[src/rtl/pipelined_cpa.sv]
// Pipelined carry-propagate adder/subtractor: one CHUNK-bit slice per stage,
// carry registered between stages, valid/ready handshake with backpressure.
module pipelined_cpa #(
  parameter int WIDTH = 16,
  parameter int CHUNK = 4
) (
  input  logic             clk,
  input  logic             rst_n,
  input  logic             in_valid,
  output logic             in_ready,
  input  logic [WIDTH-1:0] a,
  input  logic [WIDTH-1:0] b,
  input  logic             c_in,
  input  logic             sub,
  output logic             out_valid,
  input  logic             out_ready,
  output logic [WIDTH-1:0] s,
  output logic             c_out,
  output logic             ovf
);
  localparam int STAGES = WIDTH / CHUNK;

  logic             advance;
  logic [WIDTH-1:0] b_eff;
  logic             cin_eff;
  logic             ovf_reg;

  // Subtraction is a + ~b + ~borrow, so a borrow-in of 0 becomes a carry-in of 1.
  assign b_eff    = sub ? ~b : b;
  assign cin_eff  = sub ? ~c_in : c_in;
  assign advance  = !out_valid || out_ready;
  assign in_ready = advance;

  for (genvar gi = 0; gi < STAGES; gi++) begin : g_stage
    localparam int REM  = WIDTH - gi * CHUNK;
    localparam int DONE = (gi + 1) * CHUNK;

    logic [REM-1:0]  a_in;
    logic [REM-1:0]  b_in;
    logic            carry_in;
    logic            valid_in;
    logic [CHUNK:0]  chunk_sum;
    logic [DONE-1:0] sum_next;
    logic            valid_reg;
    logic            carry_reg;
    logic [DONE-1:0] sum_reg;

    if (gi == 0) begin : g_head
      assign a_in     = a;
      assign b_in     = b_eff;
      assign carry_in = cin_eff;
      assign valid_in = in_valid;
      assign sum_next = chunk_sum[CHUNK-1:0];
    end else begin : g_body
      assign a_in     = g_stage[gi-1].g_skew.a_skew_reg;
      assign b_in     = g_stage[gi-1].g_skew.b_skew_reg;
      assign carry_in = g_stage[gi-1].carry_reg;
      assign valid_in = g_stage[gi-1].valid_reg;
      assign sum_next = {chunk_sum[CHUNK-1:0], g_stage[gi-1].sum_reg};
    end

    assign chunk_sum = {1'b0, a_in[CHUNK-1:0]} + {1'b0, b_in[CHUNK-1:0]}
                     + {{CHUNK{1'b0}}, carry_in};

    always_ff @(posedge clk or negedge rst_n) begin
      if (!rst_n) begin
        valid_reg <= 1'b0;
        carry_reg <= 1'b0;
        sum_reg   <= '0;
      end else if (advance) begin
        valid_reg <= valid_in;
        carry_reg <= chunk_sum[CHUNK];
        sum_reg   <= sum_next;
      end
    end

    if (gi < STAGES - 1) begin : g_skew
      logic [REM-CHUNK-1:0] a_skew_reg;
      logic [REM-CHUNK-1:0] b_skew_reg;

      always_ff @(posedge clk or negedge rst_n) begin
        if (!rst_n) begin
          a_skew_reg <= '0;
          b_skew_reg <= '0;
        end else if (advance) begin
          a_skew_reg <= a_in[REM-1:CHUNK];
          b_skew_reg <= b_in[REM-1:CHUNK];
        end
      end
    end else begin : g_last
      // Carry into the MSB is recovered from the MSB sum bit and its operands.
      always_ff @(posedge clk or negedge rst_n) begin
        if (!rst_n) begin
          ovf_reg <= 1'b0;
        end else if (advance) begin
          ovf_reg <= chunk_sum[CHUNK]
                   ^ (chunk_sum[CHUNK-1] ^ a_in[CHUNK-1] ^ b_in[CHUNK-1]);
        end
      end
    end
  end

  assign s         = g_stage[STAGES-1].sum_reg;
  assign c_out     = g_stage[STAGES-1].carry_reg;
  assign out_valid = g_stage[STAGES-1].valid_reg;
  assign ovf       = ovf_reg;

endmodule

[config.mk]
export PLATFORM = sky130hd
export DESIGN_NAME = pipelined_cpa
export DESIGN_NICKNAME = d
export VERILOG_FILES = /design/src/rtl/pipelined_cpa.sv
export SDC_FILE = /design/constraint.sdc
export NUM_CORES = 1
export LEC_CHECK = 0
export CORE_ASPECT_RATIO = 1.1
export CORE_UTILIZATION = 49
export DETAILED_ROUTE_END_ITERATION = 6
export PLACE_DENSITY = 0.78
export SLEW_MARGIN = 20
export SYNTH_ARGS = -nofsm -noshare
export SYNTH_HDL_FRONTEND = slang
export SYNTH_SLANG_ARGS = --single-unit
export TNS_END_PERCENT = 50
[constraint.sdc]
create_clock -name clk -period 2.1 [get_ports clk]
set_clock_uncertainty 0.15 [all_clocks]
set_input_delay 0.63 -clock clk [delete_from_list [all_inputs] [get_ports clk]]
set_output_delay 0.63 -clock clk [all_outputs]
set_load 0.03 [all_outputs]
==> impl_metrics.py <==
metrics = {
    "status": {
        "status": "finished, final reports clean",
    },
    "worst_setup_path": {
        "crit_required_ns": 2.24,
        "crit-reg2reg-launch": "g_stage[2].g_skew.b_skew_reg[0]",
        "critPathKind": "in2reg",
        "worst_setup_path_start_kind": "input pin",
        "arrival_ns": 2.21,
        "startpoint": "sub",
        "path_max_fanout": 3,
        "end_kind": "flip-flop",
    },
    "placed_design": {
        "hpwl_mm": 5.36,
        "place_congestion": 0.787,
        "portBuffers": 57,
    },
    "drt": {
        "drt-wirelength-per-cell_microns": 12.4,
        "vias_per_cell": 4.87,
        "num_vias": 3110,
        "dr.pass1.iters": 6,
        "ant_nets": 0,
        "drc": 0,
        "drt-total-wl_mm": 7.91,
        "drtIter0Drc": 188,
    },
    "yosys": {
        "synthCells": 459,
        "yosys_warnings": 0,
        "syn_area_sq_um": 4280,
        "synth_top_area_share_pct": 56.7,
        "synth_cell_types": 30,
        "yosys.area.top_type": "dfrtp_1",
        "ys_ff_latch": 97,
        "synth-edff-count": 0,
        "synth-async-reset-ratio_pct": 100,
        "ys_top_cells_by_area": "dfrtp_1 (57%), nand2_1 (19%), fa_1 (3.7%), ha_1 (3.5%), o21ai_0 (3.3%)",
        "yosysSeqAreaShare_pct": 56.7,
        "synth.avg_cell_area_sq_um": 9.33,
        "ys.flop_type": "dfrtp_1",
        "synth_fp_nets": 517,
    },
    "sta": {
        "hold_ws_ns": 0.0259,
        "setup_viol": 0,
        "slew_violations": 0,
        "post-route-min-period_ns": 2.07,
        "relSlewSlack_pct": 75.3,
        "worst_pin_slew_ns": 0.371,
        "grt_setup_unrepaired": "true",
        "hold_viol_final": 0,
        "period_share_pct": 98.5,
        "max_freq_ghz": 0.483,
    },
    "finish": {
        "drive_gt1_share_pct": 11.0,
        "filler_cell_count": 675,
        "final_common_cell": "nand2_1",
        "mostFrequentLayoutCells": "nand2_1 (216), dfrtp_1 (97), clkdlybuf4s50_1 (30)",
        "antenna_cells": 0,
        "final_util_pct": 63.7,
        "syn_to_final_growth_pct": 25.0,
        "nets": 581,
    },
    "die": {
        "core.rowCount": 35,
        "ios": 58,
        "die_area_sq_um": 9120,
        "coreArea_sq_um": 8410,
        "start_util_pct": 51.0,
        "die_y_microns": 100,
        "die_x_microns": 91.2,
    },
    "clock_network": {
        "cts.path.max_buffers": 2,
        "clk_latency_ns": 0.36,
        "cts_sinks": 97,
        "ctsHtreeMaxLevel": 3,
        "path_clk_slew_ns": 0.10,
        "cts_root_buf": "clkbuf_8",
        "tritoncts": "built",
        "cts-buffers-inserted": 9,
    },
    "global_route": {
        "gr-total-overflow": 0,
        "grt.total_usage_pct": 19.2,
        "grt_first_pass_wirelength_mm": 13.7,
        "grt_max_degree": 69,
        "grt_pass1_vias": 3073,
        "antenna_found_initial": 0,
    },
    "pwr": {
        "power_density_nw_per_um2": 1430,
        "p_leak_nw": 2.69,
        "vdd_drop_max_v": 0.000540,
    },
    "hold_path": {
        "holdCritPathClass": "in2async",
    },
    "run": {
        "maxCapViolations": 0,
    },
}
-- through the flow --
step	worst slack (ns)	instance area, sq um	TNS (ns)	std cells	total power [W]
floorplan	-0.347	4320	-0.965	459	0.00529
global placement	-0.720	5070	-2.85	618	0.00621
detailed placement	-0.856	5070	-3.25	618	0.00638
CTS	0.00577	5300	0	636	0.00764
global route	-0.00738	5360	-0.00738	639	0.00831
finish	0.0308	5360	0	639	0.00768
-- what timing repair did --
item                                    4_1_cts  5_1_grt
endpoints found under the setup margin       25        4
pin swaps                                     5       13
resized for setup                            31       16
hold buffers                                  0        0
setup buffers                                 2        3
-- cells by family after synthesis --
logic type	share of synthesized area (%)
DFF	56.7
xor gates and xnor gates	4.50
buffers and inverters	3.53
and+or+nand+nor	21.3
AOI/OAI and AO/OA	6.81
adders and majority gates	7.24
-- synth_stat cells, drive strengths merged (2+ instances only) --
master	count
nand2	216
dfrtp	97
o21ai	28
buf	14
xnor2	13
ha	12
inv	12
a21oi	10
clkbuf	9
nor2	9
xor2	9
fa	8
nor2b	4
a21o	3
a211oi	2
nand3	2
o31ai	2
-- area by class of cell --
type / count / area [sq um] / area share (%)
clock inverters: 7 / 101 / 1.89
flip-flops and latches: 97 / 2430 / 45.3
repair buffers: 76 / 746 / 13.9
multi-input cells: 327 / 1770 / 33.1
well taps: 111 / 139 / 2.59
inverters: 12 / 45.0 / 0.841
clock buffers: 9 / 124 / 2.31
-- final timing paths --
kind | to | slack, ns | cells after the start
max | g_stage[0].sum_reg[2] | 0.03 | 7
min | s[14] | 0.03 | 1
max reg2reg | ovf | 0.08 | 6
min reg2reg | s[5] | 0.32 | 2
max in group asynchronous | g_stage[0].g_skew.b_skew_reg[8] | 1.24 | 2
min in group clk | s[5] | 0.32 | 2
-- critical path: stages --
cell	delay, ns
clkbuf_4	0.16
xor2_2	0.19
fa_2	0.42
fa_2	0.41
buf_6	0.13
xnor2_2	0.12
o21ai_2	0.14
-- metal layers --
| layer | vias to the layer above | global-route usage, % | wire, microns |
|---|---|---|---|
| li1 | 1563 | - | - |
| met1 | 1461 | 24.8 | 3600 |
| met2 | 68 | 31.6 | 3850 |
| met3 | 18 | 2.50 | 247 |
| met4 | 0 | 10.6 | 215 |
| met5 | - | 0 | 0 |
-- where the power goes --
part	leakage, nW	total (W)	internal (W)	switching, W
Clock	0.106	0.00135	0.000681	0.000673
Sequential	1.17	0.00316	0.00270	0.000456
Combinational	1.41	0.00317	0.00132	0.00184
Total	2.69	0.00768	0.00471	0.00297
Power figures use the tool's default switching activity.
